===== src/rtl/fifo_uart_tx.sv =====
// fifo_uart_tx: pops words from a first-word-fall-through FIFO and sends each one as a UART frame.
// The frame is a start bit, the data LSB first, an optional parity bit, then the stop bits.
module fifo_uart_tx #(
   parameter int DATA_WIDTH   = 8,
   parameter int CLKS_PER_BIT = 16,
   parameter int PARITY_EN    = 0,
   parameter int PARITY_ODD   = 0,
   parameter int STOP_BITS    = 1
) (
   input  logic                  clk,
   input  logic                  reset,
   input  logic                  en,
   input  logic                  empty,
   input  logic [DATA_WIDTH-1:0] r_data,
   output logic                  rd,
   output logic                  tx,
   output logic                  busy,
   output logic                  done_tick
);
   localparam int TW = $clog2(CLKS_PER_BIT);
   localparam int BW = $clog2(DATA_WIDTH + 1);
   typedef enum logic [2:0] {IDLE, START, DATA, PARITY, STOP} state_t;
   state_t                state_q;
   logic [TW-1:0]         tick_q, tick_d;
   logic [BW-1:0]         bit_q;
   logic [DATA_WIDTH-1:0] shift_q;
   logic                  par_q, tx_q;
   logic                  wrap, last_stop, load;
   assign wrap      = tick_q == TW'(CLKS_PER_BIT - 1);
   assign tick_d    = wrap ? '0 : tick_q + 1'b1;
   assign last_stop = (state_q == STOP) && wrap && (bit_q == BW'(STOP_BITS - 1));
   // A new word may be taken in the final stop cycle so frames run back to back.
   assign load      = en && !empty && ((state_q == IDLE) || last_stop);
   assign rd        = load;
   assign done_tick = last_stop;
   assign busy      = state_q != IDLE;
   assign tx        = tx_q;
   always_ff @(posedge clk or negedge reset) begin
      if (!reset) begin
         state_q <= IDLE;
         tick_q  <= '0;
         bit_q   <= '0;
         shift_q <= '0;
         par_q   <= 1'b0;
         tx_q    <= 1'b1;
      end else if (load) begin
         state_q <= START;
         tick_q  <= '0;
         bit_q   <= '0;
         shift_q <= r_data;
         par_q   <= (^r_data) ^ 1'(PARITY_ODD);
         tx_q    <= 1'b0;
      end else begin
         tick_q <= (state_q == IDLE) ? '0 : tick_d;
         case (state_q)
            START: if (wrap) begin
               state_q <= DATA;
               tx_q    <= shift_q[0];
            end
            DATA: if (wrap) begin
               shift_q <= shift_q >> 1;
               if (bit_q == BW'(DATA_WIDTH - 1)) begin
                  bit_q   <= '0;
                  state_q <= (PARITY_EN != 0) ? PARITY : STOP;
                  tx_q    <= (PARITY_EN != 0) ? par_q : 1'b1;
               end else begin
                  bit_q <= bit_q + 1'b1;
                  tx_q  <= shift_q[1];
               end
            end
            PARITY: if (wrap) begin
               state_q <= STOP;
               tx_q    <= 1'b1;
            end
            STOP: if (wrap) begin
               if (bit_q == BW'(STOP_BITS - 1)) begin
                  bit_q   <= '0;
                  state_q <= IDLE;
               end else begin
                  bit_q <= bit_q + 1'b1;
               end
            end
            default: tx_q <= 1'b1;
         endcase
      end
   end
endmodule


===== config.mk =====
export PLATFORM = sky130hd
export DESIGN_NAME = fifo_uart_tx
export DESIGN_NICKNAME = d
export VERILOG_FILES = /design/src/rtl/fifo_uart_tx.sv
export SDC_FILE = /design/constraint.sdc
export NUM_CORES = 1
export LEC_CHECK = 0
export CAP_MARGIN = 25
export CORE_MARGIN = 5
export CORE_UTILIZATION = 45
export CTS_CLUSTER_DIAMETER = 30
export CTS_CLUSTER_SIZE = 40
export DETAILED_ROUTE_END_ITERATION = 8
export PLACE_DENSITY = 0.72
export SLEW_MARGIN = 5
export SYNTH_ARGS = -nofsm -noshare
export SYNTH_HDL_FRONTEND = slang
export SYNTH_SLANG_ARGS = --single-unit

===== constraint.sdc =====
create_clock -name clk -period 2.2 [get_ports clk]
set_input_delay 0.22 -clock clk [delete_from_list [all_inputs] [get_ports clk]]
set_output_delay 0.22 -clock clk [all_outputs]
set_load 0.01 [all_outputs]

==> results of run 1 <==
-- kinds of logic (layout without fill, tap and decap cells) --
logic type | after synthesis | after routing | synth area share (%)
flops | 20 | 20 | 46.3
fa+ha+maj | 3 | 3 | 3.46
buf+inv | 10 | 34 | 4.39
xor+xnor | 2 | 2 | 1.62
compound gates | 27 | 27 | 17.2
simple gates | 59 | 59 | 27.0
-- power breakdown --
| part | total (uW) | leakage [uW] | switching, uW | internal (uW) |
|---|---|---|---|---|
| sequential | 388 | 0.000230 | 9.49 | 379 |
| clock | 192 | 0.0000150 | 121 | 70.9 |
| combinational | 64.4 | 0.000364 | 27.5 | 36.9 |
| total | 645 | 0.000609 | 158 | 487 |
-- worst max-delay path, stage by stage (launching register included) --
cell and delay [ps]:
dfrtp_1 410, inv_1 80, ha_1 170, nor3b_4 210
nand2_1 90, a2111o_1 450, inv_2 70, clkbuf_2 120
-- registers in the layout, indices dropped and copies added (netlist names) --
| name | cells |
|---|---|
| shift_q | 8 |
| bit_q | 4 |
| tick_q | 4 |
| state_q | 3 |
| tx | 1 |
-- metrics by stage --
| stage | hold WS (ps) | setup TNS [ps] | worst slack, ps | utilization (%) | area [sq um] |
|---|---|---|---|---|---|
| 2_1_floorplan | -75.6 | 0 | 353 | - | 1080 |
| 3_3_place_gp | 441 | 0 | 119 | 58.0 | 1310 |
| 3_5_place_dp | 462 | 0 | 58.6 | 58.0 | 1310 |
| 4_1_cts | 244 | 0 | 42.2 | 59.2 | 1340 |
| 5_1_grt | 272 | -44.3 | -44.3 | 59.6 | 1340 |
| 6_report | 240 | 0 | 67.1 | 59.6 | 1340 |
-- worst max path at each step --
stage | end | from | slack, ps | cells past startpoint
6_report | rd | bit_q[1] | 70 | 7
3_3_place_gp | rd | empty | 120 | 5
3_5_place_dp | rd | bit_q[1] | 60 | 7
5_1_grt | rd | bit_q[1] | -40 | 7
2_1_floorplan | bit_q[2] | bit_q[0] | 350 | 9
4_1_cts | rd | bit_q[1] | 40 | 7
-- cell type report --
type | instances | area (sq um)
repair buffers | 25 | 219
fillers | 224 | 911
inverters | 5 | 18.8
clock buffers | 4 | 26.3
flip-flops and latches | 20 | 502
multi-input cells | 91 | 543
well taps | 28 | 35.0
-- cell usage in the layout (no fill, tap or decap), types with 2 or more instances in the layout --
cell	netlist	routed
nor2_1	13	12
clkdlybuf4s50_1	0	13
inv_2	2	2
buf_4	0	10
o2bb2ai_1	2	2
or3_1	2	2
inv_1	3	3
a211oi_1	3	3
nand2_1	24	24
dfrtp_1	19	19
clkbuf_4	0	3
nor3b_1	3	3
ha_1	3	3
nand3_1	8	8
a22oi_1	2	2
o21ai_0	7	7
a31oi_1	6	6
-- timing repair --
| item | in CTS | in global routing |
|---|---|---|
| buffers inserted | 0 | 1 |
| gates resized for setup | 4 | 2 |
| pin swaps | 1 | 1 |
| endpoints found under the setup margin | 2 | 1 |
-- routing by layer --
metal / vias up / wire length, um / part of all wire (%)
met5: - / 0 / 0
li1: 476 / - / -
met3: 6 / 140 / 5.4
met2: 32 / 1260 / 49
met1: 448 / 1150 / 44
met4: 0 / 46 / 1.8
==> results by group, run 1 <==
Yosys
  • Share of the synthesized area in the top cell type: 43.9%
  • Synth warn: 0
  • Avg Inst Size Synth: 8.95 sq um
  • Seq cells post-synth: 20
  • Main synth FF type: dfrtp_1
  • Post-Syn Area: 1080 sq um
  • Mapped Nets: 136
  • Post-Syn Instances: 121
  • Cell taking the most area after synthesis: dfrtp_1
  • Count leader, synth: nand2_1
  • Register area share after synthesis: 46.3%
  • Unique masters post-synth: 36
  • Async set-or-reset flop fraction in the synthesized netlist: 100%
  • Post-synth EDFFs: 0
  • Synth top cells by count: nand2_1, dfrtp_1, nor2_1
  • Largest cells by area after synthesis: dfrtp_1, nand2_1, nor2_1

Outcome
  • Run status: completed

Critical path
  • Worst EP arrival: 1910 ps
  • R2r setup slk: 260 ps
  • Crit Path Category: register to primary output
  • Worst endpoint required time: 1980 ps
  • Type of origin of the critical path: register
  • R2R Path End: bit_q[2]
  • CP Capture Type: primary output
  • Maximum fanout along the worst path: 2
  • Reg-to-Reg Start: bit_q[1]
  • R2R cell count: 8

Power and ir drop
  • Peak supply drop: 0.365 mV
  • PD cells: 480 nW/um^2
  • P_leak: 0.000609 uW
  • Pwr Total: 645 uW

Placed design
  • RePlAce Congestion: 0.762
  • Port buffer count: 15
  • Placed Cells: 168
  • DP HPWL: 1790 um

Global route
  • Initial antenna violation count: 0
  • Met3 Resource Use GR: 3.05%
  • Pin count of the biggest net entering global routing: 21
  • Global route overflow: 0
  • Vias in the first global route: 993
  • Global-route wire length before repair: 4450 um
  • Global route hottest layer: met2
  • Met1 GRT Util: 21.4%
  • Met2 Use GR: 27.0%
  • GRT Util Overall: 16.7%

Timing
  • Fmax: 469 MHz
  • Final setup vio count: 0
  • Worst-margin pin slew: 487 ps
  • Final Hold Viols: 0
  • Clk_skew: 1.33 ps
  • Worst slew margin: 67.3%
  • Min Tclk post-route: 2130 ps
  • Slew Viols, Final: 0
  • Crit share post-route: 97.0%

Clock network
  • CTS clk-pin slew, worst paths: 120 ps
  • CTS tree: done
  • CTS Hold Buffers Added: 0
  • H-Tree Depth: 1
  • CTS buffer count: 3
  • Clk buf depth: 2
  • Clock Sinks: 20
  • Clk_lat worst skew: 310 ps
  • Root buffer cell: clkbuf_4

Floorplan
  • Initial Utilization: 48.1%
  • I/O Pins: 16
  • DIE AREA: 3490 sq um
  • Die Span Y: 59.1 um
  • DIE WIDTH: 59.1 um
  • Row count: 17
  • Core footprint: 2250 sq um

Final layout
  • Area Overhead vs Synth: 24.0%
  • Nets: 161
  • Layout Cells excl Fill: 173
  • N_diodes: 0
  • Layout cells sized above 1: 15.9%

Detailed routing
  • Residual DRC: 0
  • Drt total wl: 2600 um
  • DR iter-0 viols: 39
  • Antenna-violating nets left: 0
  • Detailed Routing Iterations Pass 1: 4
  • Vias after detailed routing: 962
  • Via density: 5.56
  • DR WL/cell: 15.0 um

Flow run
  • Max cap viols: 0

Min path
  • Hold Crit Class: primary input to asynchronous set/reset pin
Note: power is estimated with default switching activity, not from simulation.
==> run 2, diff against run 1 <==
--- a/config.mk
+++ b/config.mk
@@ -6,13 +6,16 @@
 export NUM_CORES = 1
 export LEC_CHECK = 0
 export CAP_MARGIN = 25
+export CELL_PAD_IN_SITES_DETAIL_PLACEMENT = 1
+export CELL_PAD_IN_SITES_GLOBAL_PLACEMENT = 2
 export CORE_MARGIN = 5
-export CORE_UTILIZATION = 45
+export CORE_UTILIZATION = 32
 export CTS_CLUSTER_DIAMETER = 30
 export CTS_CLUSTER_SIZE = 40
 export DETAILED_ROUTE_END_ITERATION = 8
-export PLACE_DENSITY = 0.72
-export SLEW_MARGIN = 5
+export PLACE_DENSITY = 0.81
+export SETUP_SLACK_MARGIN = 0.1
+export SLEW_MARGIN = 10
 export SYNTH_ARGS = -nofsm -noshare
 export SYNTH_HDL_FRONTEND = slang
 export SYNTH_SLANG_ARGS = --single-unit
==> run 2 against run 1 <==
Against the previous run: non-clock buffer count rose by 7; flip-flop and latch count unchanged; combinational power is 13% higher; register-to-register slack got worse by 40 ps; die area up 33%; sequential share of layout area fell by 2.6 points; utilization fell by 16 points; first-iteration DRC count decreased by 54%; routed wire length grew 8.3%.
==> results by group, run 2 (synthesis gave the netlist of run 1 again) <==
Final layout
  • Layout cells sized above 1: 23.7%
  • Nets: 168
  • Commonest non-fill, non-tap cell in the layout: nand2_1
  • Largest Register: shift_q
  • N_diodes: 0
  • Filler instances: 416
  • Most frequent cells in the layout: nand2_1, dfrtp_1, buf_4
  • Top flop regs: shift_q x8, bit_q x4, tick_q x4
  • Area Overhead vs Synth: 33.8%
  • Max reg flops: 8

Global route
  • GRT Util Overall: 13.8%
  • Initial antenna violation count: 0
  • Vias in the first global route: 1035
  • Pin count of the biggest net entering global routing: 21
  • Global-route wire length before repair: 4750 um
  • Global route overflow: 0

Min path
  • Hold Crit Class: primary input to asynchronous set/reset pin

Timing
  • Worst slew margin: 67.6%
  • Clk_skew: 9.18 ps
  • Setup TNS: 0 ps
  • Final Hold Viols: 0
  • Crit share post-route: 94.0%
  • Slew Viols, Final: 0
  • Fmax: 484 MHz
  • Final setup vio count: 0
  • Hold slack: 225 ps
  • Unrepaired setup endpoints after global routing: yes
  • Min Tclk post-route: 2070 ps
  • Worst-margin pin slew: 483 ps

Power and ir drop
  • Peak supply drop: 0.197 mV
  • P_leak: 0.000648 uW
  • PD cells: 479 nW/um^2

Clock network
  • CTS Hold Buffers Added: 0
  • Clock Sinks: 20
  • CTS tree: done
  • Root buffer cell: clkbuf_4
  • Clk_lat worst skew: 320 ps
  • Clk buf depth: 2
  • CTS clk-pin slew, worst paths: 130 ps
  • CTS buffer count: 3
  • H-Tree Depth: 1

Placed design
  • DP HPWL: 2020 um
  • RePlAce Congestion: 0.823
  • Port buffer count: 15

Floorplan
  • Core footprint: 3310 sq um
  • I/O Pins: 16
  • Initial Utilization: 32.7%
  • Row count: 21
  • Die Span Y: 68.2 um
  • DIE AREA: 4650 sq um
  • DIE WIDTH: 68.2 um

Critical path
  • Worst endpoint required time: 1980 ps
  • Crit Path Category: register to primary output
  • CP Capture Type: primary output
  • Most common cell on crit path: inv_2
  • Worst EP arrival: 1850 ps
  • Crit-path slowest cell: a2111o_1
  • CP cell instances: inv_2 > ha_4 > nor3b_4 > nand2_1 > a2111o_1 > inv_2 > buf_6
  • Maximum fanout along the worst path: 2
  • Type of origin of the critical path: register
  • R2r setup slk: 220 ps
  • Slowest stage delay, CP: 440 ps

Detailed routing
  • Via density: 5.03
  • DR iter-0 viols: 18
  • Vias after detailed routing: 995
  • Detailed Routing Iterations Pass 1: 2
  • Antenna-violating nets left: 0
  • DR WL/cell: 14.2 um
  • Residual DRC: 0
  • Drt total wl: 2820 um

Outcome
  • Run status: completed

Flow run
  • Max cap viols: 0
[run 2: cell types whose count changed in the layout (fill, tap and decap cells not counted), moves of 2 or more]
cell / delta
buf_4: +7
dfrtp_1: -2
dfrtp_2: +2
ha_1: -2
inv_1: -2
inv_2: +2
[run 2: stage by stage]
step | utilization (%) | area, sq um | instances | setup WS [ps] | total power (uW)
after floorplan | - | 1080 | 121 | 353 | 414
after global placement | 40.4 | 1340 | 187 | 106 | 451
after detailed placement | 40.4 | 1340 | 187 | 46.2 | 455
after CTS | 41.7 | 1380 | 192 | 53.0 | 689
after global routing | 43.8 | 1450 | 198 | 28.6 | 729
final | 43.8 | 1450 | 198 | 133 | 695
[run 2: repair_timing]
item	CTS	global route
pin swaps	1	3
resized for setup	4	10
setup endpoints to repair	2	2
buffers inserted	1	6
[run 2: layer usage]
| layer | up-vias | part of all wire, % | track usage, % |
|---|---|---|---|
| met2 | 20 | 46 | 23.0 |
| met5 | - | 0 | 0 |
| met3 | 5 | 3.7 | 2.96 |
| li1 | 486 | - | - |
| met1 | 484 | 48 | 17.1 |
| met4 | 0 | 2.0 | 5.96 |
[run 2: final cells by class]
class,instances,area [sq um],area share [%]
multi-input cells,91,556,38.3
flip-flops and latches,20,504,34.8
repair buffers,32,278,19.2
well taps,46,57.6,3.97
clock buffers,4,36.3,2.50
inverters,5,18.8,1.29
[run 2: critical path: cells and delay by family, from the launching register on]
family,cells,cell delay (ps)
adder cells (fa/ha/maj),1,110
AND/OR/NAND/NOR,2,280
flip-flops,1,420
AO/OA/AOI/OAI,1,440
buffers and inverters,3,270
[run 2: power by group]
group | switching (uW) | internal (uW) | total (uW)
Combinational | 30.0 | 42.5 | 72.5
Clock | 132 | 101 | 234
Sequential | 10.1 | 379 | 389
Total | 173 | 523 | 695
[run 2: final timing paths]
path / end / depth (start not counted) / from
worst max-delay path: rd / 7 / bit_q[1]
worst min-delay path: bit_q[3] / 2 / reset
min in group clk: shift_q[7] / 3 / r_data[7]
worst min register to register: tick_q[0] / 1 / tick_q[0]
max in group asynchronous: tx / 2 / reset
worst max register to register: bit_q[3] / 7 / tick_q[0]
==> run 3, diff against run 2 <==
--- a/config.mk
+++ b/config.mk
@@ -15,6 +15,7 @@
 export DETAILED_ROUTE_END_ITERATION = 8
 export PLACE_DENSITY = 0.81
 export SETUP_SLACK_MARGIN = 0.1
+export SKIP_CTS_REPAIR_TIMING = 1
 export SLEW_MARGIN = 10
 export SYNTH_ARGS = -nofsm -noshare
 export SYNTH_HDL_FRONTEND = slang
==> run 3 against run 2 <==
Against the previous run: fmax up 2.6%; via count is 2.0% lower; final area down 4.4%; combinational power shrank 17%; clock power shrank 4%; utilization shrank 1.9 points; power down 3.1%; global-route usage shrank 0.069 points; clock skew decreased by 6.2 ps; sequential share of layout area up 1.6 points; register-to-register slack improved by 70 ps; final cell count decreased by 3.5%.
==> results by group, run 3 (synthesis gave the netlist of run 1 again) <==
Global route
  • Global-route wire length before repair: 4720 um
  • Initial antenna violation count: 0
  • Global route overflow: 0
  • Pin count of the biggest net entering global routing: 21
  • Vias in the first global route: 1030
  • GRT Util Overall: 13.7%

Critical path
  • Top Family by Delay on Critical Path: flip-flops
  • R2R cell count: 6
  • R2R Path End: bit_q[3]
  • Slowest stage delay, CP: 430 ps
  • Type of origin of the critical path: register
  • CP Capture Type: primary output
  • Worst EP arrival: 1790 ps
  • Crit Path Category: register to primary output
  • Most common cell on crit path: inv_2
  • Worst endpoint required time: 1980 ps
  • Maximum fanout along the worst path: 3
  • CP cell instances: inv_2 > ha_1 > nor3b_4 > nand2_1 > a2111o_1 > inv_2 > buf_6
  • Reg-to-Reg Start: tick_q[0]
  • R2r setup slk: 290 ps
  • Crit-path slowest cell: dfrtp_1
  • Buffers & Inverters on Critical Path: 3

Timing
  • Worst slew margin: 68.6%
  • Worst-margin pin slew: 468 ps
  • Post-route setup slack: 186 ps
  • Slew Viols, Final: 0
  • Fmax: 496 MHz
  • Min Tclk post-route: 2010 ps
  • Final Hold Viols: 0
  • Crit share post-route: 91.6%
  • Setup TNS: 0 ps
  • Final setup vio count: 0
  • Unrepaired setup endpoints after global routing: yes
  • Clk_skew: 2.96 ps

Clock network
  • Clk_lat worst skew: 310 ps
  • H-Tree Depth: 1
  • Clock Sinks: 20
  • CTS tree: done
  • CTS clk-pin slew, worst paths: 120 ps
  • CTS buffer count: 3
  • Clk buf depth: 2
  • Root buffer cell: clkbuf_4

Placed design
  • DP HPWL: 2020 um
  • Pre-CTS WS: 46.2 ps
  • RePlAce Congestion: 0.823
  • Placed Cells: 187
  • Port buffer count: 15

Power and ir drop
  • Peak supply drop: 0.211 mV
  • P_leak: 0.000628 uW
  • PD cells: 486 nW/um^2

Floorplan
  • Row count: 21
  • DIE AREA: 4650 sq um
  • DIE WIDTH: 68.2 um
  • I/O Pins: 16
  • Die Span Y: 68.2 um
  • Initial Utilization: 32.7%
  • Core footprint: 3310 sq um

Detailed routing
  • Detailed Routing Iterations Pass 1: 3
  • Vias after detailed routing: 975
  • DR iter-0 viols: 20
  • DR WL/cell: 14.1 um
  • Via density: 5.10
  • Antenna-violating nets left: 0
  • Drt total wl: 2700 um
  • Residual DRC: 0

Final layout
  • Most frequent cells in the layout: nand2_1, dfrtp_1, nor2_1, clkdlybuf4s50_1, buf_4
  • Layout Cells excl Fill: 191
  • Nets: 161
  • Top flop regs: shift_q x8, bit_q x4, tick_q x4
  • Max reg flops: 8
  • Layout cells sized above 1: 18.6%
  • Commonest non-fill, non-tap cell in the layout: nand2_1
  • Largest Register: shift_q
  • Area Overhead vs Synth: 27.9%
  • N_diodes: 0

Min path
  • Hold Crit Class: primary input to asynchronous set/reset pin

Outcome
  • Run status: completed

Flow run
  • Max cap viols: 0
run 3: area by class of cell:
cell class / instances / area (sq um)
Fill cell: 420 / 1920
Multi-Input combinational cell: 91 / 541
Sequential cell: 20 / 504
Timing Repair Buffer: 25 / 229
Tap cell: 46 / 57.6
Clock buffer: 4 / 36.3
Inverter: 5 / 18.8
run 3: per-layer routing:
| metal | part of all wire (%) | vias to the layer above | track usage (%) |
|---|---|---|---|
| met3 | 3.8 | 5 | 2.96 |
| met2 | 47 | 18 | 22.9 |
| li1 | - | 475 | - |
| met1 | 47 | 477 | 17.0 |
| met5 | 0 | - | 0 |
| met4 | 1.9 | 0 | 5.96 |
run 3: metrics by stage:
step | utilization, % | total power, uW | instance area [sq um] | hold slack (ps)
floorplan | - | 414 | 1080 | -75.6
global placement | 40.4 | 451 | 1340 | 442
detailed placement | 40.4 | 455 | 1340 | 454
CTS | 41.5 | 685 | 1370 | 243
global route | 41.9 | 710 | 1390 | 249
finish | 41.9 | 674 | 1390 | 236
run 3: where the power goes:
part	switching, uW	leakage [uW]	internal [uW]
logic	26.0	0.000379	34.0
registers	10.1	0.000228	379
clock network	123	0.0000210	101
total	160	0.000628	514
run 3: how the worst max path moves through the flow:
stage	start	end	slack (ps)	cells after the start
2_1_floorplan	bit_q[0]	bit_q[2]	350	9
3_3_place_gp	bit_q[1]	rd	110	7
3_5_place_dp	bit_q[1]	rd	50	7
4_1_cts	bit_q[1]	rd	-330	7
5_1_grt	bit_q[1]	rd	60	7
6_report	bit_q[1]	rd	190	7
